**src/rtl/output_store_if.sv**
```systemverilog
// Memory write port of output_store: request (wr_en/addr/data) and the
// memory's ready back-pressure.
interface output_store_if #(
    parameter int ADDR_WIDTH = 16,
    parameter int DATA_WIDTH = 16
);
    logic                  wr_en;
    logic [ADDR_WIDTH-1:0] wr_addr;
    logic [DATA_WIDTH-1:0] wr_data;
    logic                  mem_ready;

    modport master (output wr_en, wr_addr, wr_data, input mem_ready);
    modport slave  (input wr_en, wr_addr, wr_data, output mem_ready);
endinterface

```
**src/rtl/output_store.sv**
```systemverilog
// Output store: picks one accumulator lane, shifts/saturates it to a word,
// buffers it in a small FIFO and streams it to memory. Define RELU_EN to clamp negatives.
module output_store_lane #(
    parameter int ACC_WIDTH  = 32,
    parameter int DATA_WIDTH = 16,
    parameter int SHIFT      = 8
) (
    input  logic [ACC_WIDTH-1:0]  acc,
    output logic [DATA_WIDTH-1:0] word
);
    logic signed [ACC_WIDTH-1:0]    shifted;
    logic [ACC_WIDTH-DATA_WIDTH:0]  top;
    logic [DATA_WIDTH-1:0]          sat;

    assign shifted = $signed(acc) >>> SHIFT;
    assign top     = shifted[ACC_WIDTH-1:DATA_WIDTH-1];

    // In range only when every bit above the word's sign bit matches it.
    always_comb begin
        if ((&top) || (~|top))
            sat = shifted[DATA_WIDTH-1:0];
        else if (shifted[ACC_WIDTH-1])
            sat = {1'b1, {(DATA_WIDTH-1){1'b0}}};
        else
            sat = {1'b0, {(DATA_WIDTH-1){1'b1}}};
    end

`ifdef RELU_EN
    assign word = sat[DATA_WIDTH-1] ? '0 : sat;
`else
    assign word = sat;
`endif
endmodule

module output_store #(
    parameter int DATA_WIDTH  = 16,
    parameter int TILING_SIZE = 8,
    parameter int ACC_WIDTH   = 32,
    parameter int ADDR_WIDTH  = 16,
    parameter int SHIFT       = 8,
    parameter int FIFO_DEPTH  = 4
) (
    input  logic                             clk,
    input  logic                             rst_n,
    input  logic                             clear,
    input  logic [ADDR_WIDTH-1:0]            out_len,
    input  logic                             valid_data,
    input  logic [3:0]                       sel_data,
    input  logic [TILING_SIZE*ACC_WIDTH-1:0] acc_data,
    output_store_if.master                   mem,
    output logic                             fifo_full,
    output logic                             overflow_err,
    output logic                             done
);
    localparam int STAGES = 1;
    localparam int PTR_W  = (FIFO_DEPTH > 1) ? $clog2(FIFO_DEPTH) : 1;
    localparam int CNT_W  = PTR_W + 1;

    typedef enum logic [1:0] {S_IDLE, S_WRITE, S_FINISH} state_t;

    logic [TILING_SIZE-1:0][ACC_WIDTH-1:0]  acc_lane;
    logic [TILING_SIZE-1:0][DATA_WIDTH-1:0] lane_word;
    logic [DATA_WIDTH-1:0]                  cap_word;
    logic                                   cap_hit;
    logic                                   cap_vld;

    logic [STAGES:1]       vld_q;
    logic [STAGES:0]       vld_pipe;
    logic [DATA_WIDTH-1:0] stage_data;

    logic [DATA_WIDTH-1:0] fifo_mem [FIFO_DEPTH];
    logic [PTR_W-1:0]      rd_ptr, wt_ptr;
    logic [CNT_W-1:0]      fifo_cnt;
    logic                  push, push_ok, pop, drop;
    logic [DATA_WIDTH-1:0] head_next;

    state_t                state;
    logic                  wr_en_q;
    logic [ADDR_WIDTH-1:0] wr_addr_q, last_addr;
    logic [DATA_WIDTH-1:0] wr_data_q;

    assign acc_lane = acc_data;

    for (genvar g = 0; g < TILING_SIZE; g++) begin : g_lane
        output_store_lane #(
            .ACC_WIDTH (ACC_WIDTH),
            .DATA_WIDTH(DATA_WIDTH),
            .SHIFT     (SHIFT)
        ) u_lane (
            .acc (acc_lane[g]),
            .word(lane_word[g])
        );
    end

    // sel_data is 1-based; 0 and anything past the last lane match nothing.
    always_comb begin
        cap_word = '0;
        cap_hit  = 1'b0;
        for (int i = 0; i < TILING_SIZE; i++) begin
            if (sel_data == 4'(i + 1)) begin
                cap_word = lane_word[i];
                cap_hit  = 1'b1;
            end
        end
    end

    assign cap_vld  = valid_data & cap_hit;
    assign vld_pipe = {vld_q, cap_vld};

    assign fifo_full = (fifo_cnt == CNT_W'(FIFO_DEPTH));
    assign pop       = (state == S_WRITE) & wr_en_q & mem.mem_ready;
    assign push      = vld_pipe[STAGES];
    assign push_ok   = push & (~fifo_full | pop);
    assign drop      = push & fifo_full & ~pop;
    assign last_addr = out_len - ADDR_WIDTH'(1);
    // With a single entry left, the next head is the word being pushed right now.
    assign head_next = (fifo_cnt == CNT_W'(1)) ? stage_data : fifo_mem[rd_ptr + PTR_W'(1)];

    always_ff @(posedge clk or negedge rst_n) begin
        if (!rst_n) begin
            vld_q      <= '0;
            stage_data <= '0;
            rd_ptr     <= '0;
            wt_ptr     <= '0;
            fifo_cnt   <= '0;
        end else if (clear) begin
            vld_q      <= '0;
            stage_data <= '0;
            rd_ptr     <= '0;
            wt_ptr     <= '0;
            fifo_cnt   <= '0;
        end else begin
            vld_q <= vld_pipe[STAGES-1:0];
            if (cap_vld) stage_data <= cap_word;
            if (push_ok) wt_ptr <= wt_ptr + PTR_W'(1);
            if (pop)     rd_ptr <= rd_ptr + PTR_W'(1);
            fifo_cnt <= fifo_cnt + CNT_W'(push_ok) - CNT_W'(pop);
        end
    end

    always_ff @(posedge clk) begin
        if (push_ok && !clear) fifo_mem[wt_ptr] <= stage_data;
    end

    always_ff @(posedge clk or negedge rst_n) begin
        if (!rst_n) begin
            state        <= S_IDLE;
            wr_en_q      <= 1'b0;
            wr_addr_q    <= '0;
            wr_data_q    <= '0;
            done         <= 1'b0;
            overflow_err <= 1'b0;
        end else if (clear) begin
            state        <= S_IDLE;
            wr_en_q      <= 1'b0;
            wr_addr_q    <= '0;
            wr_data_q    <= '0;
            done         <= 1'b0;
            overflow_err <= 1'b0;
        end else begin
            done <= 1'b0;
            if (drop) overflow_err <= 1'b1;
            case (state)
                S_IDLE: begin
                    if (fifo_cnt != '0) begin
                        state     <= S_WRITE;
                        wr_en_q   <= 1'b1;
                        wr_data_q <= fifo_mem[rd_ptr];
                    end
                end
                S_WRITE: begin
                    if (pop) begin
                        wr_addr_q <= wr_addr_q + ADDR_WIDTH'(1);
                        if (wr_addr_q == last_addr) begin
                            state   <= S_FINISH;
                            wr_en_q <= 1'b0;
                            done    <= 1'b1;
                        end else if (fifo_cnt != CNT_W'(1) || push_ok) begin
                            wr_data_q <= head_next;
                        end else begin
                            state   <= S_IDLE;
                            wr_en_q <= 1'b0;
                        end
                    end
                end
                S_FINISH: begin
                    wr_addr_q <= '0;
                    state     <= S_IDLE;
                end
                default: state <= S_IDLE;
            endcase
        end
    end

    assign mem.wr_en   = wr_en_q;
    assign mem.wr_addr = wr_addr_q;
    assign mem.wr_data = wr_data_q;
endmodule

```
**src/flat_wrapper.sv**
```systemverilog
// flat-port wrapper written by rule: the top's interface ports become plain ports
module output_store_flat 
#(
    parameter int DATA_WIDTH  = 16,
    parameter int TILING_SIZE = 8,
    parameter int ACC_WIDTH   = 32,
    parameter int ADDR_WIDTH  = 16,
    parameter int SHIFT       = 8,
    parameter int FIFO_DEPTH  = 4
)
  (clk, rst_n, clear, out_len, valid_data, sel_data, acc_data, fifo_full, overflow_err, done, mem_wr_en, mem_wr_addr, mem_wr_data, mem_mem_ready);
  output_store_if #(.ADDR_WIDTH(ADDR_WIDTH), .DATA_WIDTH(DATA_WIDTH)) mem_i ();
  input  logic clk;
  input  logic rst_n;
  input  logic clear;
  input  logic [ADDR_WIDTH-1:0] out_len;
  input  logic valid_data;
  input  logic [3:0] sel_data;
  input  logic [TILING_SIZE*ACC_WIDTH-1:0] acc_data;
  output logic fifo_full;
  output logic overflow_err;
  output logic done;
  output wire logic [$bits(mem_i.wr_en)-1:0] mem_wr_en;
  output wire logic [$bits(mem_i.wr_addr)-1:0] mem_wr_addr;
  output wire logic [$bits(mem_i.wr_data)-1:0] mem_wr_data;
  input wire logic [$bits(mem_i.mem_ready)-1:0] mem_mem_ready;
  assign mem_wr_en = mem_i.wr_en;
  assign mem_wr_addr = mem_i.wr_addr;
  assign mem_wr_data = mem_i.wr_data;
  assign mem_i.mem_ready = mem_mem_ready;
  output_store #(.DATA_WIDTH(DATA_WIDTH), .TILING_SIZE(TILING_SIZE), .ACC_WIDTH(ACC_WIDTH), .ADDR_WIDTH(ADDR_WIDTH), .SHIFT(SHIFT), .FIFO_DEPTH(FIFO_DEPTH)) u_core (.clk(clk), .rst_n(rst_n), .clear(clear), .out_len(out_len), .valid_data(valid_data), .sel_data(sel_data), .acc_data(acc_data), .mem(mem_i), .fifo_full(fifo_full), .overflow_err(overflow_err), .done(done));
endmodule
```
**config.mk**
```make
export PLATFORM = sky130hd
export DESIGN_NAME = output_store_flat
export DESIGN_NICKNAME = d
export VERILOG_FILES = /design/src/rtl/output_store_if.sv /design/src/rtl/output_store.sv /design/src/flat_wrapper.sv
export SDC_FILE = /design/constraint.sdc
export NUM_CORES = 1
export LEC_CHECK = 0
export CORE_MARGIN = 2
export CORE_UTILIZATION = 35
export CTS_CLUSTER_DIAMETER = 30
export DETAILED_ROUTE_END_ITERATION = 12
export PLACE_DENSITY = 0.77
export RECOVER_POWER = 25
export SYNTH_ARGS = -nofsm -noshare
export SYNTH_HDL_FRONTEND = slang
export SYNTH_SLANG_ARGS = --single-unit
```
**constraint.sdc**
```tcl
create_clock -name clk -period 8.3 [get_ports clk]
set_input_delay 0.83 -clock clk [delete_from_list [all_inputs] [get_ports clk]]
set_output_delay 0.83 -clock clk [all_outputs]
set_load 0.05 [all_outputs]
```
=== Word level (Yosys, flattened, before mapping) ===
Memories as Yosys holds them, arrays and structs flattened.
Cells that the tools add are included.

* Bits in registers: 61
* Memory bits (writable): 64
* Memories: 1

* Equality and inequality tests: 19
* Mux-type cells: 70
* Bitwise gates (word level): 9
* Add/subtract/negate cells: 6
* Reduce and logical (&&, ||, !) cells: 47

{| class="wikitable"
|+ Memory list
! name !! depth !! bits a word !! read ports !! clocked after Yosys merged registers in !! wr ports !! line !! RTL
|-
| u_core.fifo_mem || 4 || 16 || 2 || 0 || 1 || output_store.sv:71 || <nowiki>logic [DATA_WIDTH-1:0] fifo_mem [FIFO_DEPTH];</nowiki>
|}

{| class="wikitable"
|+ Operator list
! cell !! count
|-
| $mux W16 || 34
|-
| $reduce_and A9 Y1 || 8
|-
| $reduce_or A9 Y1 || 8
|-
| $pmux W16 S2 || 2
|-
| $mux W1 || 22
|-
| $mux W2 || 9
|-
| $add A16 B1 Y16 const B || 1
|-
| $eq A16 B16 Y1 || 1
|-
| $eq A4 B3 Y1 const B || 4
|-
| $sub A16 B1 Y16 const B || 1
|-
| $logic_not A1 Y1 || 9
|-
| $logic_or A1 B1 Y1 || 9
|-
| $reduce_bool A3 Y1 || 3
|-
| $eq A4 B2 Y1 const B || 2
|-
| $reduce_bool A2 Y1 || 4
|-
| $and A1 B1 Y1 || 6
|-
| $ne A3 B2 Y1 const B || 2
|-
| $ne A3 B3 Y1 const B || 2
|-
| $reduce_and A5 Y1 || 1
|-
| $add A2 B1 Y2 const B || 2
|-
| $eq A4 B1 Y1 const B || 1
|-
| $eq A4 B4 Y1 const B || 1
|-
| $ne A4 B4 Y1 const B || 1
|-
| $pmux W2 S2 || 1
|-
| 16 further kinds || 17
|}

=== Logic depth before layout (Yosys ltp) ===
* Depth after elaboration: 14
* Gate-level depth with buffers: 13
* Gate-level depth less buffers: 9

=== Cells and area by module ===
A second synthesis with hierarchy kept.

* Cell total of the unflattened synthesis: 1,051
* Area, all modules: 9,780.6 sq um

{| class="wikitable"
|+ By module, submodules not included
! module !! seq. area each (sq um) !! area an instance (sq um) !! times used !! cells an instance
|-
| output_store || 3,448.3 || 7,268.2 || 1 || 707
|-
| output_store_lane || 0.0 || 314.1 || 8 || 43
|}

=== Worst setup path after synthesis ===
No wires, ideal clock.

* Kind: input -> register
* Start point: in out_len[0]
* End point: reg u_core.wr_data_q[11], in the netlist u_core.mem.wr_data[11]
* Setup slack: 4,920 ps
* Setup time: 126 ps
* Cell stages on the path: 13
* Data arrival time: 3,254 ps
* Cell sequence: clkbuf_1 inv_1 ha_1 buf_2 xnor2_1 nor2_1 o31a_1 a2111oi_4 nand4_4 and4_4 buf_6 buf_8 a221o_1

* Cells in the longest elaborated chain, start to end: 4

{| class="wikitable"
|+ RTL lines
! what !! line !! RTL
|-
| from (decl) || flat_wrapper.sv:16 || <nowiki>input logic [ADDR_WIDTH-1:0] out_len;</nowiki>
|-
| $sub A16 B1 Y16 || output_store.sv:115 || <nowiki>assign last_addr = out_len - ADDR_WIDTH'(1);</nowiki>
|-
| $eq A16 B16 Y1 || output_store.sv:174 || <nowiki>if (wr_addr_q == last_addr) begin</nowiki>
|-
| $ne A3 B3 Y1 (no source line) || n/a ||
|-
| $reduce_and A5 Y1 (no source line) || n/a ||
|-
| to (signal assigned) || output_store.sv:168 || <nowiki>wr_data_q <= fifo_mem[rd_ptr];</nowiki>
|-
| to (signal assigned) || output_store.sv:179 || <nowiki>wr_data_q <= head_next;</nowiki>
|-
| to (decl) || output_store.sv:80 || <nowiki>logic [DATA_WIDTH-1:0] wr_data_q;</nowiki>
|}

Every way passes these cells.
A chain may end at the register's enable or synchronous reset.

==> results.sh <==
export IMPL_drive_gt1_share_pct=8.927
export IMPL_tightest_slew_ps=3518
export IMPL_hp_class="flip-flop to flip-flop"
export IMPL_die_y_um=158.7
export IMPL_syn_inst=874
export IMPL_yosys_mux_area_fraction_pct=11.01
export IMPL_worst_path_buf_inv=2
export IMPL_synth_xor_area_share_pct=3.901
export IMPL_violations="max-capacitance violations, max-slew violations"
export IMPL_critPathCaptureType="asynchronous set/reset pin"
export IMPL_synth_top_family_by_area="simple AND/OR/NAND/NOR gates"
export IMPL_ant_nets=0
export IMPL_crit_end="u_core.rd_ptr[1]$_DFFE_PN0P_"
export IMPL_leakage_nw=4.183
export IMPL_hpwl_um=21890
export IMPL_place_congestion=0.9774
export IMPL_io_pins=317
export IMPL_yosys_area_share_adder_pct=1.435
export IMPL_finalCritPeriodShare_pct=47.55
export IMPL_synth_compound_area_share_pct=18.76
export IMPL_io_buffer_count=252
export IMPL_area_growth_pct=41.05
export IMPL_start_util_pct=35.67
export IMPL_rows=56
export IMPL_fillCellCount=2162
export IMPL_clock_sinks=125
export IMPL_syn_num_nets=1164
export IMPL_finClkSkew_ps=7.716
export IMPL_fin_tns_setup_ps=0
export IMPL_critPathTopFamily="buffers and inverters"
export IMPL_clockBufferDepth=2
export IMPL_cts_tree="yes"
export IMPL_critPathLaunchType="primary input"
export IMPL_slowest_stage="clkbuf_1"
export IMPL_pwr_density_cell_nw_per_um2=195.9
export IMPL_synth_cell_types=63
export IMPL_grt_pass1_wl_um=43730
export IMPL_path_cells="buf_2 -> clkbuf_1"
export IMPL_rsz0062_at_grt="false"
export IMPL_drc_errors=0
export IMPL_status="complete, but fails checks"
export IMPL_finalSetupViolations=0
export IMPL_vias=8158
export IMPL_synthTopCellsByArea="edfxtp_1, dfrtp_1, mux4_2"
export IMPL_maxSlewHeadroom_pct=-134.6
export IMPL_dr_pass1_iters=5
export IMPL_timing_final_ws_setup_ps=4353
export IMPL_critPathMaxStageDelay_ps=2450
export IMPL_dr_first_iter_drc_count=635
export IMPL_maxCapViolations=1
export IMPL_grt_pass1_vias=8148
export IMPL_die_area_um2=25170
export IMPL_synth_warnings=0
export IMPL_path_clk_slew_ps=60
export IMPL_post_cts_buffers=0
export IMPL_critical_path_peak_fanout=61
export IMPL_antenna_found_initial=1
export IMPL_vdd_ir_drop_max_uv=127.0
export IMPL_cts_root_buf="clkbuf_16"
export IMPL_routed_wl_um=28640
export IMPL_cp_arrival_ps=3390
export IMPL_yosysSeqAreaShare_pct=41.19
export IMPL_post_cts_resized=0
export IMPL_ys_ff_latch=125
export IMPL_fmax_mhz=253.4
export IMPL_startpoint="rst_n"
export IMPL_r2r_setup_slack_ps=5030
export IMPL_clk_latency_ps=420
export IMPL_crit_required_ps=7750
export IMPL_drv_slew=62
export IMPL_period_needed_ps=3947
export IMPL_netlist_area_um2=8372
export IMPL_timing_rr_start="u_core.state[1]$_DFFE_PN0P_"
export IMPL_core_um2=23470
export IMPL_synthDominantCellAreaShare_pct=22.96
export IMPL_grt_overflow=0
export IMPL_hold_violations=0
export IMPL_timing_rr_end="u_core.fifo_mem[1][0]$_DFFE_PP_"
export IMPL_post_drt_via_cell_ratio=5.709
export IMPL_grt_usage_pct=22.86
export IMPL_nets=1386
export IMPL_avgSynthCellArea_um2=9.579
export IMPL_synthSimpleGateAreaFrac_pct=19.37
export IMPL_htree_levels=4
export IMPL_crit_type="primary input to asynchronous set/reset pin"
export IMPL_chipWidth_um=158.7
export IMPL_grt_max_degree=62
export IMPL_wl_per_cell_um=20.04
export IMPL_worstHoldPathCells=2
export IMPL_holdBufCountCts=0
export IMPL_p_total_w=0.002313
export IMPL_r2r_cells=6
export IMPL_numCtsBuffers=17
export IMPL_cp_depth=2
export IMPL_ys_async_sr_fraction_pct=48.80
export IMPL_synth_main_ff_cell="edfxtp_1"
export IMPL_pre_cts_slack_ps=4094
export IMPL_synth_top_cell_by_area="edfxtp_1"
export IMPL_synth_edff_count=64
cells in the final DEF, fill, tap and decap left out, drive strengths merged, types with 19 or more instances in the layout:
cell type | netlist | routed
nor2 | 53 | 53
dfrtp | 61 | 61
mux4 | 32 | 32
nand2 | 103 | 103
a221o | 27 | 27
nor4 | 30 | 30
edfxtp | 64 | 64
o21ai | 104 | 104
nor3 | 26 | 26
clkbuf | 50 | 28
clkdlybuf4s50 | 0 | 251
inv | 25 | 26
mux2i | 19 | 19
nand4 | 34 | 34
a21oi | 72 | 72
synthesized netlist by cell type, types with 12 or more instances:
master,instances
nor3_1,23
mux4_2,32
nor2_1,53
edfxtp_1,64
a221o_1,27
xor2_1,16
inv_1,25
o21ai_0,102
a22oi_1,18
nand2_1,103
xnor2_1,16
nand4_1,33
mux2i_1,19
a21oi_1,72
nor4_1,29
clkbuf_1,50
dfrtp_1,61
nand3_1,12
through the flow:
stage / hold WS (ps) / utilization [%] / std cells / area (um^2)
floorplan: 492.6 / - / 874 / 8372
global placement: 506.9 / 47.41 / 1396 / 11130
detailed placement: 512.1 / 47.41 / 1396 / 11130
CTS: 520.6 / 50.31 / 1428 / 11810
global route: 556.6 / 50.31 / 1429 / 11810
finish: 514.4 / 50.31 / 1429 / 11810
cells by family after synthesis:
kind of cell	count (synthesis)
flip-flops	125
AO/OA/AOI/OAI	254
multiplexers	52
adder cells (fa/ha/maj)	9
buffers and inverters	87
AND/OR/NAND/NOR	313
XOR/XNOR	34
registers in the layout, summed over array words and instances, names as in the netlist:
signal and flops:
u_core.mem.wr_data 16, u_core.stage_data 16, u_core.overflow_err 1, u_core.done 1, u_core.fifo_mem 64, u_core.state 2, u_core.mem.wr_addr 16, u_core.rd_ptr 2
u_core.fifo_cnt 3, u_core.push 1, u_core.mem.wr_en 1, u_core.wt_ptr 2
final cells by class:
cell class	instances	area (um^2)	share of cell area, %
Inverter	25	93.84	0.7947
Clock inverter	5	81.33	0.6887
Sequential cell	125	3450	29.21
Tap cell	319	399.1	3.380
Timing Repair Buffer	265	2611	22.11
Clock buffer	27	599.3	5.075
Multi-Input combinational cell	662	4572	38.72
Antenna cell	1	2.502	0.02119
report_power, final:
group	internal, W	leakage (nW)	switching, W
clock network	0.000557	0.334	0.000267
logic	0.000316	2.45	0.000426
registers	0.000697	1.40	0.0000499
per-layer routing:
layer	vias up	routed length [um]	track usage (%)
met5	-	0	0
met4	0	1336	11.11
met3	68	2136	4.382
met2	391	14410	41.37
met1	3922	10760	25.74
li1	3777	-	-
worst min path at each step:
| stage | startpoint | slack (ps) | end |
|---|---|---|---|
| after CTS | u_core.overflow_err$_DFFE_PN0P_ | 520 | u_core.overflow_err$_DFFE_PN0P_ |
| after global placement | u_core.overflow_err$_DFFE_PN0P_ | 510 | u_core.overflow_err$_DFFE_PN0P_ |
| after global routing | u_core.overflow_err$_DFFE_PN0P_ | 560 | u_core.overflow_err$_DFFE_PN0P_ |
| final | u_core.overflow_err$_DFFE_PN0P_ | 510 | u_core.overflow_err$_DFFE_PN0P_ |
| after detailed placement | u_core.overflow_err$_DFFE_PN0P_ | 510 | u_core.overflow_err$_DFFE_PN0P_ |
| after floorplan | u_core.state[1]$_DFFE_PN0P_ | 490 | u_core.state[0]$_DFFE_PN0P_ |
Power figures use the tool's default switching activity.
